--- src/rtl/pong_pkg.sv ---
// Shared definitions for the Pong game controller and the pixel renderer.
// Holds the screen/object geometry, the bounds derived from it, game rules
// (speeds, winning score, serve delay), the controller state encoding and a
// few small arithmetic helpers.
package pong_pkg;

    // Screen and object geometry, shared with the renderer
    localparam logic [10:0] H_ACTIVE     = 11'd1280;
    localparam logic [10:0] V_ACTIVE     = 11'd720;
    localparam logic [10:0] PADDLE_H     = 11'd100;
    localparam logic [10:0] PADDLE_W     = 11'd12;
    localparam logic [10:0] BALL_S       = 11'd10;
    localparam logic [10:0] BORDER       = 11'd8;
    localparam logic [10:0] P1_X         = 11'd40;
    localparam logic [10:0] P2_X         = H_ACTIVE - 11'd40 - PADDLE_W;      // 1228

    // Game rules
    localparam logic [10:0] PADDLE_SPEED = 11'd6;
    localparam logic [10:0] BALL_SPEED   = 11'd4;
    localparam logic [3:0]  WIN_SCORE    = 4'd9;
    localparam logic [5:0]  SERVE_FRAMES = 6'd60;

    // Derived bounds
    localparam logic [10:0] P1_FACE_X    = P1_X + PADDLE_W;                   // 52
    localparam logic [10:0] P2_HIT_X     = P2_X - BALL_S;                     // 1218
    localparam logic [10:0] PADDLE_Y_MIN = BORDER;                            // 8
    localparam logic [10:0] PADDLE_Y_MAX = V_ACTIVE - BORDER - PADDLE_H;      // 612
    localparam logic [10:0] BALL_Y_MIN   = BORDER;                            // 8
    localparam logic [10:0] BALL_Y_MAX   = V_ACTIVE - BORDER - BALL_S;        // 702
    localparam logic [10:0] BOTTOM_EDGE  = V_ACTIVE - BORDER;                 // 712
    localparam logic [10:0] RIGHT_EDGE   = H_ACTIVE - BORDER;                 // 1272

    // Start-of-rally positions
    localparam logic [10:0] PADDLE_Y_RST = 11'd310;
    localparam logic [10:0] BALL_X_CTR   = 11'd635;
    localparam logic [10:0] BALL_Y_CTR   = 11'd355;

    typedef enum logic [1:0] {
        ST_IDLE  = 2'd0,
        ST_SERVE = 2'd1,
        ST_PLAY  = 2'd2,
        ST_OVER  = 2'd3
    } state_e;

    // Zero-extend a screen coordinate into signed 12-bit space so that
    // stepping past the top/left edge yields a negative value, not a wrap.
    function automatic logic signed [11:0] to_s12(input logic [10:0] v);
        return signed'({1'b0, v});
    endfunction

    // Score increment that sticks at the winning score.
    function automatic logic [3:0] score_inc(input logic [3:0] s);
        logic [3:0] r;
        if (s >= WIN_SCORE) begin
            r = s;
        end else begin
            r = s + 4'd1;
        end
        return r;
    endfunction

endpackage

--- src/rtl/paddle_ctrl.sv ---
// One paddle's vertical position.
// Ports: clk, rst (sync, active-high), tick (frame step), up/dn (button
// levels), en (movement allowed), y (registered paddle top edge).
// Up-only moves up, down-only moves down, both or neither hold; the result
// is clamped to the playfield between the borders.
module paddle_ctrl
    import pong_pkg::*;
(
    input  logic        clk,
    input  logic        rst,
    input  logic        tick,
    input  logic        up,
    input  logic        dn,
    input  logic        en,
    output logic [10:0] y
);

    logic [10:0]        y_r;
    logic [10:0]        y_next_s;
    logic signed [11:0] y_up_s;
    logic signed [11:0] y_dn_s;

    // Candidate position for this frame, clamped to the legal range
    always_comb begin
        y_up_s   = to_s12(y_r) - to_s12(PADDLE_SPEED);
        y_dn_s   = to_s12(y_r) + to_s12(PADDLE_SPEED);
        y_next_s = y_r;
        if (up && !dn) begin
            if (y_up_s < to_s12(PADDLE_Y_MIN)) begin
                y_next_s = PADDLE_Y_MIN;
            end else begin
                y_next_s = y_up_s[10:0];
            end
        end else if (dn && !up) begin
            if (y_dn_s > to_s12(PADDLE_Y_MAX)) begin
                y_next_s = PADDLE_Y_MAX;
            end else begin
                y_next_s = y_dn_s[10:0];
            end
        end else begin
            y_next_s = y_r;
        end
    end

    // Position register, stepped once per enabled frame
    always_ff @(posedge clk) begin
        if (rst) begin
            y_r <= PADDLE_Y_RST;
        end else if (tick && en) begin
            y_r <= y_next_s;
        end
    end

    assign y = y_r;

endmodule

--- src/rtl/pong_game_ctrl.sv ---
// Frame-rate Pong game controller: paddles, ball physics, scores and the
// IDLE/SERVE/PLAY/OVER sequence, stepping once per frame_tick.
// Ports: clk, rst (sync, active-high), frame_tick (one pulse per frame),
// start (level), p1_up/p1_dn/p2_up/p2_dn (button levels);
// outputs p1_y/p2_y (paddle tops), ball_x/ball_y (ball top-left),
// score_l/score_r, game_over. All outputs are registered and change only on
// frame ticks (or on a start-driven state change), so a frame never tears.
module pong_game_ctrl
    import pong_pkg::*;
(
    input  logic        clk,
    input  logic        rst,
    input  logic        frame_tick,
    input  logic        start,
    input  logic        p1_up,
    input  logic        p1_dn,
    input  logic        p2_up,
    input  logic        p2_dn,
    output logic [10:0] p1_y,
    output logic [10:0] p2_y,
    output logic [10:0] ball_x,
    output logic [10:0] ball_y,
    output logic [3:0]  score_l,
    output logic [3:0]  score_r,
    output logic        game_over
);

    state_e             state_r, state_s;
    logic [10:0]        ball_x_r, ball_x_s, ball_y_r, ball_y_s;
    logic               dx_neg_r, dx_neg_s, dy_neg_r, dy_neg_s;
    logic [3:0]         score_l_r, score_l_s, score_r_r, score_r_s;
    logic [5:0]         serve_cnt_r, serve_cnt_s;
    logic               game_over_r;
    logic               paddle_en_s;
    logic signed [11:0] step_x_s, step_y_s, nx_s, ny_s;
    logic               ovl_l_s, ovl_r_s, hit_l_s, hit_r_s;

    assign paddle_en_s = (state_r != ST_OVER);

    paddle_ctrl u_paddle_l (
        .clk  (clk),
        .rst  (rst),
        .tick (frame_tick),
        .up   (p1_up),
        .dn   (p1_dn),
        .en   (paddle_en_s),
        .y    (p1_y)
    );

    paddle_ctrl u_paddle_r (
        .clk  (clk),
        .rst  (rst),
        .tick (frame_tick),
        .up   (p2_up),
        .dn   (p2_dn),
        .en   (paddle_en_s),
        .y    (p2_y)
    );

    // Proposed ball position and paddle-hit detection against pre-update values
    always_comb begin
        step_x_s = dx_neg_r ? -to_s12(BALL_SPEED) : to_s12(BALL_SPEED);
        step_y_s = dy_neg_r ? -to_s12(BALL_SPEED) : to_s12(BALL_SPEED);
        nx_s     = to_s12(ball_x_r) + step_x_s;
        ny_s     = to_s12(ball_y_r) + step_y_s;
        ovl_l_s  = ((ball_y_r + BALL_S) > p1_y) && (ball_y_r < (p1_y + PADDLE_H));
        ovl_r_s  = ((ball_y_r + BALL_S) > p2_y) && (ball_y_r < (p2_y + PADDLE_H));
        // Only a ball that was still in front of the paddle face can be hit
        hit_l_s  = dx_neg_r && (nx_s <= to_s12(P1_FACE_X))
                   && (ball_x_r >= P1_FACE_X) && ovl_l_s;
        hit_r_s  = !dx_neg_r && ((nx_s + to_s12(BALL_S)) >= to_s12(P2_X))
                   && ((ball_x_r + BALL_S) <= P2_X) && ovl_r_s;
    end

    // Next-state, ball, score and serve-counter logic
    always_comb begin
        state_s     = state_r;
        ball_x_s    = ball_x_r;
        ball_y_s    = ball_y_r;
        dx_neg_s    = dx_neg_r;
        dy_neg_s    = dy_neg_r;
        score_l_s   = score_l_r;
        score_r_s   = score_r_r;
        serve_cnt_s = serve_cnt_r;
        case (state_r)
            ST_IDLE: begin
                if (start) begin
                    state_s = ST_SERVE;
                end else begin
                    state_s = ST_IDLE;
                end
            end
            ST_SERVE: begin
                if (frame_tick) begin
                    ball_x_s = BALL_X_CTR;
                    ball_y_s = BALL_Y_CTR;
                    if ((serve_cnt_r + 6'd1) == SERVE_FRAMES) begin
                        serve_cnt_s = 6'd0;
                        state_s     = ST_PLAY;
                    end else begin
                        serve_cnt_s = serve_cnt_r + 6'd1;
                    end
                end else begin
                    serve_cnt_s = serve_cnt_r;
                end
            end
            ST_PLAY: begin
                if (frame_tick) begin
                    // Vertical: walls reflect and clamp
                    if (ny_s <= to_s12(BALL_Y_MIN)) begin
                        ball_y_s = BALL_Y_MIN;
                        dy_neg_s = 1'b0;
                    end else if ((ny_s + to_s12(BALL_S)) >= to_s12(BOTTOM_EDGE)) begin
                        ball_y_s = BALL_Y_MAX;
                        dy_neg_s = 1'b1;
                    end else begin
                        ball_y_s = ny_s[10:0];
                    end
                    // Horizontal: paddle hits first, then misses
                    if (hit_l_s) begin
                        ball_x_s = P1_FACE_X;
                        dx_neg_s = 1'b0;
                    end else if (hit_r_s) begin
                        ball_x_s = P2_HIT_X;
                        dx_neg_s = 1'b1;
                    end else if (nx_s <= to_s12(BORDER)) begin
                        // Left player missed: serve back toward the left
                        score_r_s = score_inc(score_r_r);
                        ball_x_s  = BALL_X_CTR;
                        ball_y_s  = BALL_Y_CTR;
                        dx_neg_s  = 1'b1;
                        state_s   = (score_r_s == WIN_SCORE) ? ST_OVER : ST_SERVE;
                    end else if ((nx_s + to_s12(BALL_S)) >= to_s12(RIGHT_EDGE)) begin
                        // Right player missed: serve back toward the right
                        score_l_s = score_inc(score_l_r);
                        ball_x_s  = BALL_X_CTR;
                        ball_y_s  = BALL_Y_CTR;
                        dx_neg_s  = 1'b0;
                        state_s   = (score_l_s == WIN_SCORE) ? ST_OVER : ST_SERVE;
                    end else begin
                        ball_x_s = nx_s[10:0];
                    end
                end else begin
                    state_s = ST_PLAY;
                end
            end
            ST_OVER: begin
                if (start) begin
                    score_l_s = 4'd0;
                    score_r_s = 4'd0;
                    state_s   = ST_SERVE;
                end else begin
                    state_s = ST_OVER;
                end
            end
            default: begin
                state_s = ST_IDLE;
            end
        endcase
    end

    // Game state registers
    always_ff @(posedge clk) begin
        if (rst) begin
            state_r     <= ST_IDLE;
            ball_x_r    <= BALL_X_CTR;
            ball_y_r    <= BALL_Y_CTR;
            dx_neg_r    <= 1'b0;
            dy_neg_r    <= 1'b0;
            score_l_r   <= 4'd0;
            score_r_r   <= 4'd0;
            serve_cnt_r <= 6'd0;
            game_over_r <= 1'b0;
        end else begin
            state_r     <= state_s;
            ball_x_r    <= ball_x_s;
            ball_y_r    <= ball_y_s;
            dx_neg_r    <= dx_neg_s;
            dy_neg_r    <= dy_neg_s;
            score_l_r   <= score_l_s;
            score_r_r   <= score_r_s;
            serve_cnt_r <= serve_cnt_s;
            game_over_r <= (state_s == ST_OVER);
        end
    end

    assign ball_x    = ball_x_r;
    assign ball_y    = ball_y_r;
    assign score_l   = score_l_r;
    assign score_r   = score_r_r;
    assign game_over = game_over_r;

endmodule

--- config.mk ---
export PLATFORM = sky130hd
export DESIGN_NAME = pong_game_ctrl
export DESIGN_NICKNAME = d
export VERILOG_FILES = /design/src/rtl/pong_pkg.sv /design/src/rtl/paddle_ctrl.sv /design/src/rtl/pong_game_ctrl.sv
export SDC_FILE = /design/constraint.sdc
export NUM_CORES = 1
export LEC_CHECK = 0
export CORE_ASPECT_RATIO = 0.6
export CORE_MARGIN = 4
export CORE_UTILIZATION = 50
export DETAILED_ROUTE_END_ITERATION = 12
export GPL_ROUTABILITY_DRIVEN = 0
export PLACE_DENSITY = 0.7
export RECOVER_POWER = 100
export SLEW_MARGIN = 15
export SYNTH_ARGS = -nofsm -noshare
export SYNTH_HDL_FRONTEND = slang
export SYNTH_HIERARCHICAL = 1
export SYNTH_SLANG_ARGS = --single-unit
--- constraint.sdc ---
create_clock -name clk -period 7.2 [get_ports clk]
set_input_delay 0.72 -clock clk [delete_from_list [all_inputs] [get_ports clk]]
set_output_delay 0.72 -clock clk [all_outputs]
set_load 0.05 [all_outputs]
==> reports/metrics.yaml, run 1 <==
status: "finished, final reports clean"
cts_made_buffers: 9
synth_edf_count: 0
die_h_um: 100.9
synth_ff_type: "dfxtp_1"
crit_path_start: "ball_y[6]"
crit_path_max_fanout: 10
reg2reg_slack_ps: 2080
synth_top_area_share: 0.1700
drc: 0
die_w_um: 162.8
cpMaxStageDelayCell: "a311oi_1"
cts_root_buf: "clkbuf_16"
grt_setup_unrepaired: "no"
ioPinCount: 61
vdd_ir_drop_max_mv: 0.1151
syn_avg_cell_area_um2: 7.676
reg2reg_from: "ball_y[6]"
die_area_um2: 16410
wl_met1_mm: 10.93
worst_clock_skew_ps: 7.176
ys_top_cells_by_area: "dfxtp_1, ha_1, xnor2_1, a21oi_1, inv_1"
port_buffers: 58
cts_tree: "done"
synth_most_common_cell: "ha_1"
postCtsHoldBufs: 0
drv_slew: 0
h-tree-depth: 3
min_period_ps: 5118
antenna_cells: 0
clk_pin_slew_ps: 60
crit_path_start_kind: "flop"
slowest_delay_ps: 860
routed_wl_mm: 21.22
syn_nets: 1033
dr_wl_met3_mm: 2.370
yosys_warnings: 6
setup_viol: 0
area_growth_pct: 12.94
ys_seq_area_frac: 0.1700
finalHoldViolations: 0
wire_per_inst_um: 18.18
highest_layer: "met4"
setup_slack_ps: 2082
grt_util_all_layers: 0.2568
clkSinkCount: 61
drt_first_iter_violations: 876
hp-start: "score_r[1]"
fp.coreArea_um2: 13870
grt_pass1_vias: 6364
critPathKind: "flop to flop"
drive_gt1_frac: 0.03795
place_hpwl_mm: 15.96
hold_class: "flop to flop"
fin_nets: 1067
synth_area_um2: 7184
fin_crit_sh: 0.7108
synth_top_cells_by_count: "ha_1, inv_1, nor2_1"
p_total_mw: 1.142
yosysTopAreaCell: "dfxtp_1"
post-cts-setup-buffer-count: 0
core.rowCount: 33
fin_setup_tns_ps: 0
cpMostUsedCell: "and3_1"
synth_seq_cells: 61
power_density_nw_per_um2: 140.8
preCtsSetupSlack_ps: 2744
grt_max_degree: 38
cp.arrival_ps: 5270
via_count: 7415
final_cells: 1167
leakage_nw: 3.177
worstPathCellList: "and3_1 -> and3_1 -> nand3b_1 -> xnor2_1 -> ha_1 -> nand4_1 -> nor4_1 -> a2111oi_0 -> nor4b_1 -> o211ai_1 -> and2_0 -> a311oi_1 -> o221ai_1"
slew_headroom: 0.3155
vias_per_cell: 6.354
insertion_delay_ps: 340
crit_path_end_kind: "flop"
firstDrtPassIters: 5
synthCells: 936
tightestPinTransition_ps: 1020
required_ps: 7350
ys_async_sr_fraction: 0
antenna_found_initial: 0
wl_met2_mm: 7.733
overflow: 0
start_util: 0.5179
cap_violations: 0
clockBufferDepth: 2
fmax_ghz: 0.1954
yosysUniqueCellTypes: 84
grt_pass1_wl_mm: 34.44
cts-resized-gates: 0
place_inst: 1151
ant_nets: 0
## cell type report
cell class	count	area, um^2
tap	192	240.2
clock inverter	6	111.4
inverter	67	251.5
timing repair buffer	62	606.8
clock buffer	10	229.0
sequential	61	1221
fill	1297	5759
multi-input combinational	769	5454
## final timing paths
path | to | cells after the start
setup / recovery | ball_x[0] | 13
setup reg to reg | ball_x[0] | 13
hold reg to reg | score_r[1] | 2
hold / removal | score_r[1] | 2
## critical path: cells and delay by family, from the launching register on
family / cells / cell delay, ps
AO/OA/AOI/OAI: 4 / 2000
AND/OR/NAND/NOR: 7 / 1750
XOR/XNOR: 1 / 260
adder cells (fa/ha/maj): 1 / 320
flip-flops: 1 / 590
## power by group
| group | total [mW] | internal, mW | switching (mW) |
|---|---|---|---|
| sequential | 0.385 | 0.348 | 0.0372 |
| clock | 0.506 | 0.338 | 0.168 |
| combinational | 0.251 | 0.0980 | 0.153 |
## state kept, by name (all words and copies together), names as in the netlist
register,flops
ball_x,11
ball_y,11
u_paddle_l/y,10
u_paddle_r/y,10
serve_cnt_r,6
score_l,4
score_r,4
state_r,2
dx_neg_r,1
dy_neg_r,1
game_over,1
## cell families (layout without fill, tap and decap cells)
family,Yosys count,after routing,share of synthesized area
simple gates,321,321,0.2398
other cells,2,2,0.001045
compound gates,285,285,0.2832
fa+ha+maj,89,89,0.1571
buf+inv,106,145,0.05973
mux,6,6,0.008708
flops,61,61,0.1700
xor+xnor,66,66,0.08046
## through the flow
stage / util / hold WS, ps / area (um^2)
after CTS: 0.5909 / 508.2 / 8198
after global routing: 0.5849 / 537.7 / 8114
final: 0.5849 / 503.4 / 8114
after floorplan: - / 472.3 / 7184
after detailed placement: 0.5664 / 492.9 / 7858
after global placement: 0.5664 / 497.3 / 7858
## per-layer routing
metal,global-route usage,up-vias
met4,0.04510,0
met5,0,-
met3,0.05762,15
li1,-,3576
met2,0.3261,398
met1,0.4273,3426
## cell usage in the layout (no fill, tap or decap), types with 13 or more instances in the layout
cell type,Yosys,layout
nor3_1,27,27
nand4_1,14,14
nand2_1,64,64
a21oi_1,62,62
o21a_1,13,13
o21ai_0,50,52
dlygate4sd3_1,0,52
dfxtp_1,61,61
nand3_1,32,32
xnor2_1,49,49
ha_1,87,87
inv_1,67,67
xor2_1,17,17
nor2_1,67,67
a31oi_1,14,14
a211oi_1,12,13
or3_1,13,13
(Power assumes the default switching activity.)
==> inputs of run 2 (changes only) <==
--- a/config.mk
+++ b/config.mk
@@ -10,7 +10,7 @@
 export CORE_UTILIZATION = 50
 export DETAILED_ROUTE_END_ITERATION = 12
 export GPL_ROUTABILITY_DRIVEN = 0
-export PLACE_DENSITY = 0.7
+export PLACE_DENSITY = 0.73
 export RECOVER_POWER = 100
 export SLEW_MARGIN = 15
 export SYNTH_ARGS = -nofsm -noshare
==> constraint.sdc (replaced) <==
create_clock -name clk -period 4.6 [get_ports clk]
set_input_delay 0.46 -clock clk [delete_from_list [all_inputs] [get_ports clk]]
set_output_delay 0.46 -clock clk [all_outputs]
set_load 0.05 [all_outputs]
==> run 2 against run 1 <==
Net effect:
- first-iteration DRC count is 6.4% higher
- die area did not move
- total power is 50% higher
- design area rose by 1.7%
- non-clock buffer count is 20 higher
- hold slack gained 12 ps
- worst setup slack lost 1800 ps
- core utilization grew 1.0 points
- clock power is 38% higher
- sequential cell count is the same
- global-route usage grew 1.4 points
- critical endpoint is now score_l[2]
- largest cell class unchanged
- largest power group unchanged
- highest routed layer unchanged
==> reports/metrics.yaml, run 2 (synthesis gave the netlist of run 1 again) <==
status: "finished, final reports clean"
vdd_ir_drop_max_mv: 0.1884
reg2reg_depth: 11
cts_made_buffers: 9
power_density_nw_per_um2: 207.5
crit_path_start_kind: "flop"
die_w_um: 162.8
whs_path_depth: 2
switching_share: 0.3401
overflow: 0
clk_pin_slew_ps: 60
cap_violations: 0
drc: 0
h-tree-depth: 3
die_h_um: 100.9
routed_wl_mm: 22.38
grt_util_all_layers: 0.2710
setup_viol: 0
crit_path_max_fanout: 10
ant_nets: 0
core.rowCount: 33
clkPwrFrac: 0.407
final_cell_mix: "ha_1, inv_1, nor2_1, nand2_1, a21oi_1"
seqPwrFrac: 0.340
wire_per_inst_um: 18.86
hold_class: "flop to flop"
min_period_ps: 4314
fin_setup_tns_ps: 0
crit_path_end_kind: "flop"
place_hpwl_mm: 17.05
clkSinkCount: 61
finalHoldViolations: 0
fin_nets: 1087
fmax_ghz: 0.2318
power.internal_mw: 1.130
drv_slew: 0
insertion_delay_ps: 340
worst_clock_skew_ps: 9.310
grt_setup_unrepaired: "no"
fp.coreArea_um2: 13870
via_count: 7529
post-cts-setup-buffer-count: 0
switching_power_mw: 0.5827
port_buffers: 58
cp.arrival_ps: 4550
required_ps: 4840
pwr-share-comb: 0.253
start_util: 0.5179
cts-resized-gates: 0
final_common_cell: "ha_1"
grt_pass1_vias: 6563
firstDrtPassIters: 5
cts_root_buf: "clkbuf_16"
preCtsSetupSlack_ps: 428.9
antenna_cells: 0
finalCoreUtilization: 0.5951
area_growth_pct: 14.91
leakage_nw: 3.247
cts_tree: "done"
setup_slack_ps: 286.3
num-fill-cells: 1294
slew_headroom: 0.3287
drt_first_iter_violations: 932
grt_pass1_wl_mm: 36.17
ioPinCount: 61
antenna_found_initial: 0
postCtsHoldBufs: 0
fin_crit_sh: 0.9378
vias_per_cell: 6.343
drive_gt1_frac: 0.05930
critPathKind: "flop to flop"
grt_max_degree: 19
tightestPinTransition_ps: 998.5
die_area_um2: 16410
clockBufferDepth: 2
## run 2: cell type report
type / count / area [um^2] / area share
clock inverters: 7 / 75.07 / 0.009094
multi-input cells: 769 / 5495 / 0.6657
inverters: 67 / 251.5 / 0.03046
repair buffers: 82 / 745.7 / 0.09033
well taps: 192 / 240.2 / 0.02910
clock buffers: 9 / 225.2 / 0.02728
flip-flops and latches: 61 / 1222 / 0.1481
## run 2: stage by stage
stage	cell area (um^2)	hold WS, ps	total power [mW]	instances
after global placement	8008	506.3	1.019	1171
after detailed placement	8008	502.8	1.024	1171
after CTS	8308	513.4	1.713	1187
after global routing	8255	547.9	1.783	1187
final	8255	515.1	1.713	1187
after floorplan	7184	472.3	0.8943	936
## run 2: metal layers
layer,track usage,wire length (um),part of all wire
met3,0.06906,2601,0.12
met2,0.3354,8026,0.36
met5,0,0,0
met4,0.03673,161,0.0072
met1,0.4569,11590,0.52
## run 2: power by group through the flow
stage          Combinational (mW)  Clock [mW]  Sequential (mW)
5_1_grt                     0.473       0.724            0.587
6_report                    0.434       0.697            0.582
4_1_cts                     0.433       0.698            0.582
2_1_floorplan               0.267           0            0.627
3_5_place_dp                0.430           0            0.594
3_3_place_gp                0.425           0            0.594
## run 2: final timing paths
check                    to  slack (ps)            from
max              score_l[2]         290        dx_neg_r
min reg2reg  serve_cnt_r[5]         520  serve_cnt_r[5]
max reg2reg      score_l[2]         290        dx_neg_r
min          serve_cnt_r[5]         520  serve_cnt_r[5]
## run 2: critical path: stages (launching register included)
cell       delay (ps)
dfxtp_1           600
ha_1              360
a211o_1           400
a2111oi_4         330
nor3_1            160
or4_1             520
or4_1             390
and3_1            230
o211ai_4          300
a31oi_1           180
or4_1             490
o311ai_1          250
